File: src/rtl/offnariscv_pkg.sv
// Shared type definitions for the offnariscv core slice.
// Holds the L1I flush sequencer state encoding used by l1i_flush_sequencer.
package offnariscv_pkg;

  typedef enum logic [1:0] {
    FLUSH_IDLE,
    FLUSH_DRAIN,
    FLUSH_WALK,
    FLUSH_DONE
  } l1i_flush_state_t;

endpackage

File: src/rtl/l1i_flush_sequencer.sv
// FENCE.I flush sequencer: drains the IFU, then invalidates every L1I directory index.
// Optional statistics ports are enabled by defining L1I_FLUSH_STATS_EN.
module l1i_flush_sequencer
  import offnariscv_pkg::*;
#(
  parameter int unsigned INDEX_WIDTH = 6
) (
  input  logic                   clk,
  input  logic                   rst,
  input  logic                   flush_req_valid,
  output logic                   flush_req_ready,
  output logic                   ifu_stall,
  input  logic                   ifu_idle,
  output logic                   dir_inv_valid,
  input  logic                   dir_inv_ready,
  output logic [INDEX_WIDTH-1:0] dir_inv_index,
  output logic                   busy,
  output logic                   flush_done
`ifdef L1I_FLUSH_STATS_EN
  ,
  output logic [31:0]            flush_count,
  output logic [15:0]            flush_cycles
`endif
);

  localparam logic [INDEX_WIDTH-1:0] IDX_LAST = '1;
  localparam logic [INDEX_WIDTH-1:0] IDX_ONE  = INDEX_WIDTH'(1);

  l1i_flush_state_t       state_q, state_d;
  logic [INDEX_WIDTH-1:0] idx_q, idx_d;

  always_comb begin
    state_d = state_q;
    idx_d   = idx_q;
    unique case (state_q)
      FLUSH_IDLE: begin
        if (flush_req_valid) state_d = FLUSH_DRAIN;
      end
      FLUSH_DRAIN: begin
        if (ifu_idle) begin
          state_d = FLUSH_WALK;
          idx_d   = '0;
        end
      end
      FLUSH_WALK: begin
        // Index only advances on a handshake, so valid/index stay stable while stalled.
        if (dir_inv_ready) begin
          if (idx_q == IDX_LAST) state_d = FLUSH_DONE;
          else                   idx_d   = idx_q + IDX_ONE;
        end
      end
      FLUSH_DONE: begin
        state_d = FLUSH_IDLE;
        idx_d   = '0;
      end
      default: begin
        state_d = FLUSH_IDLE;
        idx_d   = '0;
      end
    endcase
  end

  always_ff @(posedge clk) begin
    if (rst) begin
      state_q <= FLUSH_IDLE;
      idx_q   <= '0;
    end else begin
      state_q <= state_d;
      idx_q   <= idx_d;
    end
  end

  // Outputs decode registered state only; rst forces them low while asserted.
  always_comb begin
    flush_req_ready = 1'b0;
    ifu_stall       = 1'b0;
    dir_inv_valid   = 1'b0;
    dir_inv_index   = '0;
    busy            = 1'b0;
    flush_done      = 1'b0;
    if (!rst) begin
      unique case (state_q)
        FLUSH_IDLE: flush_req_ready = 1'b1;
        FLUSH_DRAIN: begin
          ifu_stall = 1'b1;
          busy      = 1'b1;
        end
        FLUSH_WALK: begin
          ifu_stall     = 1'b1;
          busy          = 1'b1;
          dir_inv_valid = 1'b1;
          dir_inv_index = idx_q;
        end
        FLUSH_DONE: begin
          ifu_stall  = 1'b1;
          busy       = 1'b1;
          flush_done = 1'b1;
        end
        default: flush_req_ready = 1'b0;
      endcase
    end
  end

`ifdef L1I_FLUSH_STATS_EN
  localparam int unsigned CNT_W = 32;
  localparam int unsigned CYC_W = 16;
  localparam logic [CNT_W-1:0] CNT_ONE = CNT_W'(1);
  localparam logic [CYC_W-1:0] CYC_ONE = CYC_W'(1);

  logic [CNT_W-1:0] count_q, count_d;
  logic [CYC_W-1:0] run_q, run_d;
  logic [CYC_W-1:0] last_q, last_d;
  logic [CYC_W-1:0] run_inc;

  // run_q counts from the accept cycle (as 1); DONE adds its own cycle when latching.
  always_comb begin
    run_inc = (run_q == '1) ? run_q : run_q + CYC_ONE;
    count_d = count_q;
    run_d   = run_q;
    last_d  = last_q;
    unique case (state_q)
      FLUSH_IDLE: begin
        if (flush_req_valid) run_d = CYC_ONE;
      end
      FLUSH_DRAIN, FLUSH_WALK: run_d = run_inc;
      FLUSH_DONE: begin
        last_d  = run_inc;
        count_d = count_q + CNT_ONE;
      end
      default: run_d = '0;
    endcase
  end

  always_ff @(posedge clk) begin
    if (rst) begin
      count_q <= '0;
      run_q   <= '0;
      last_q  <= '0;
    end else begin
      count_q <= count_d;
      run_q   <= run_d;
      last_q  <= last_d;
    end
  end

  always_comb begin
    flush_count  = rst ? '0 : count_q;
    flush_cycles = rst ? '0 : last_q;
  end
`endif

endmodule

File: config.mk
export PLATFORM = sky130hd
export DESIGN_NAME = l1i_flush_sequencer
export DESIGN_NICKNAME = d
export VERILOG_FILES = /design/src/rtl/offnariscv_pkg.sv /design/src/rtl/l1i_flush_sequencer.sv
export SDC_FILE = /design/constraint.sdc
export NUM_CORES = 1
export LEC_CHECK = 0
export CORE_MARGIN = 3
export CORE_UTILIZATION = 34
export CTS_CLUSTER_SIZE = 24
export DETAILED_ROUTE_END_ITERATION = 8
export PLACE_DENSITY = 0.58
export SLEW_MARGIN = 10
export SYNTH_ARGS = -nofsm -noshare
export SYNTH_HDL_FRONTEND = slang
export SYNTH_SLANG_ARGS = --single-unit
File: constraint.sdc
create_clock -name clk -period 2.1 [get_ports clk]
set_input_delay 0.63 -clock clk [delete_from_list [all_inputs] [get_ports clk]]
set_output_delay 0.63 -clock clk [all_outputs]
set_load 0.005 [all_outputs]
==> results.py <==
metrics = {
    "outcome": {
        "status": "completed",
    },
    "yosys": {
        "synth_edf_count": 0,
        "ys_top_cells_by_count": "dfxtp_1, a21oi_1, and2_1, ha_1, nor3_1",
        "yosys_warnings": 0,
        "synth_area_um2": 582,
        "syn_nets": 82,
        "async_reset_ff_frac": 0,
        "avgSynthCellArea_um2": 8.19,
        "netlist_instances": 71,
        "ys_ff_latch": 8,
        "synth_top_cell_by_area": "dfxtp_1",
        "synth_area_leaders": "dfxtp_1, ha_1, and2_1, nor2b_1, a21oi_1",
        "post-synth-top-count-cell": "dfxtp_1",
        "ys_types": 28,
        "synth_seq_area_share": 0.275,
        "synth_top_flop_cell": "dfxtp_1",
        "synth_top_area_frac": 0.275,
    },
    "detailed_routing": {
        "drt_pass1_iterations": 4,
        "via_per_inst": 5.27,
        "drcViolationCount": 0,
        "dr_total_vias": 596,
        "wl_um": 1340,
        "wire_per_inst_um": 11.8,
        "drt_iter0_drc": 3,
        "ant_nets": 0,
    },
    "placed_design": {
        "place_hpwl_um": 1000,
        "io_buffers": 15,
        "placed_cells": 110,
        "finalWeightedCongestion": 0.786,
    },
    "cells_and_area": {
        "final_nets": 110,
        "fillers": 171,
        "regArea_um2": 161,
        "multi_input_area_um2": 397,
        "fin_cells": 113,
        "antenna_cells_inserted": 0,
        "drive_above_1_share": 0.247,
        "syn2layout_area_growth_pct": 42.4,
        "post-route-util": 0.531,
    },
    "setup_path": {
        "required_ns": 1.47,
        "worstPathMaxFanout": 6,
        "cp.depth": 4,
        "path_cells": "dlygate4sd2_1 -> nor2b_4 -> and2_1 -> dlygate4sd2_1",
        "setup.worst_path.end_class": "output port",
        "path_buf_inv": 2,
        "critPathMaxStageDelay_ns": 0.27,
        "worst_ep_arrival_time_ns": 1.40,
        "cp_common_cell": "dlygate4sd2_1",
        "slowest_stage": "dlygate4sd2_1",
        "worst_path_dominant_cell_family": "buffers and inverters",
        "path_class": "input pin to output port",
        "startpoint_type": "input pin",
        "rr_worst_depth": 7,
    },
    "sta": {
        "hold_violations": 0,
        "fin_crit_sh": 0.968,
        "relSlewSlack": 0.651,
        "tightestPinTransition_ns": 0.518,
        "period_minus_slack_ns": 2.03,
        "setup_viol": 0,
        "finClkSkew_ns": 0.00129,
        "grt_setup_unrepaired": "false",
        "slew_violations": 0,
        "fmax_mhz": 492,
    },
    "power_and_ir_drop": {
        "leakage_uw": 0.000347,
        "power.density_nw_per_um2": 964,
        "ir_drop_mv": 0.591,
    },
    "clocking": {
        "cts_buffers": 3,
        "cts_sinks": 8,
        "insertion_delay_ns": 0.25,
        "htreeDepth": 1,
        "clk_path_buf_depth": 2,
        "cts_tree": "built",
        "cts_hold_buf": 0,
        "cts_root_buffer": "clkbuf_4",
        "cts.reportedPaths.clkPinSlew_ns": 0.06,
    },
    "grt": {
        "antenna_found_initial": 0,
        "grt_pass1_wl_um": 2150,
        "grt_max_degree": 10,
        "grtUsageTotal": 0.141,
        "grt_pass1_vias": 540,
        "grt_overflow_total": 0,
    },
    "floorplanning": {
        "fp.dieH_um": 47.4,
        "die_w_um": 47.4,
        "floorplan.initialDensity": 0.373,
        "dieArea_um2": 2240,
        "ios": 16,
        "row_count": 14,
        "coreArea_um2": 1560,
    },
    "hold_path": {
        "min_path_cells": 2,
        "worstHoldPathType": "flip-flop to flip-flop",
    },
    "job": {
        "maxCapViolCount": 0,
    },
}
==> cell families after synthesis <==
logic type / share of synthesized area
buffers and inverters: 0.0645
flip-flops: 0.275
adder cells (fa/ha/maj): 0.129
AND/OR/NAND/NOR: 0.372
AO/OA/AOI/OAI: 0.159
==> where the power goes <==
part	total, uW	internal (uW)	switching [uW]
registers	191	174	16.3
clock network	117	65.4	52.0
logic	491	258	232
==> layout by cell type (no fill, tap or decap), types with 4 or more instances in the layout <==
cell type	n
dfxtp_1	7
nor3_1	6
ha_1	5
buf_4	11
dlygate4sd2_1	8
a21oi_1	6
and2_1	6
nor2b_1	4
==> metal layers <==
metal | share of wire | global-route usage | wire length [um]
met5 | 0 | 0 | 0
met4 | 0.0067 | 0.0773 | 9
met3 | 0.039 | 0.0575 | 52
met2 | 0.50 | 0.233 | 668
met1 | 0.45 | 0.152 | 605
==> through the flow <==
step / worst slack, ns / TNS [ns] / total power [uW] / area (um2) / hold slack, ns
floorplan: 0.299 / 0 / 480 / 582 / 0.488
global placement: -0.444 / -4.42 / 688 / 812 / 0.519
detailed placement: -0.473 / -4.72 / 690 / 812 / 0.510
CTS: 0.00156 / 0 / 806 / 828 / 0.518
global route: 0.00747 / 0 / 880 / 828 / 0.552
finish: 0.0677 / 0 / 799 / 828 / 0.515
==> worst paths after layout <==
check	startpoint	end	slack, ns
max	rst	dir_inv_index[2]	0.07
min	idx_q[1]$_SDFFE_PP0P_	idx_q[1]$_SDFFE_PP0P_	0.51
max reg2reg	state_q[0]$_SDFFE_PP0P_	idx_q[0]$_SDFFE_PP0P_	0.26
min reg2reg	idx_q[1]$_SDFFE_PP0P_	idx_q[1]$_SDFFE_PP0P_	0.51
==> worst register-to-register path: stages, from the launching register on <==
cell     delay [ns]
dfxtp_2        0.33
inv_2          0.04
buf_4          0.13
ha_1           0.21
buf_4          0.15
or3_4          0.38
or4_1          0.46
o21ai_0        0.08
==> final cells by class <==
| class | instances | share of cell area |
|---|---|---|
| Clock buffer | 3 | 0.0272 |
| Inverter | 4 | 0.0181 |
| Multi-Input combinational cell | 56 | 0.479 |
| Sequential cell | 8 | 0.195 |
| Tap cell | 16 | 0.0242 |
| Timing Repair Buffer | 26 | 0.257 |
==> state kept, by name (all words and copies together) (netlist names) <==
signal	count
idx_q	6
state_q	2
==> what timing repair did <==
action,4_1_cts,5_1_grt
endpoints found under the setup margin,11,6
buffers inserted,1,0
resized for setup,23,3
(Power assumes the default switching activity.)
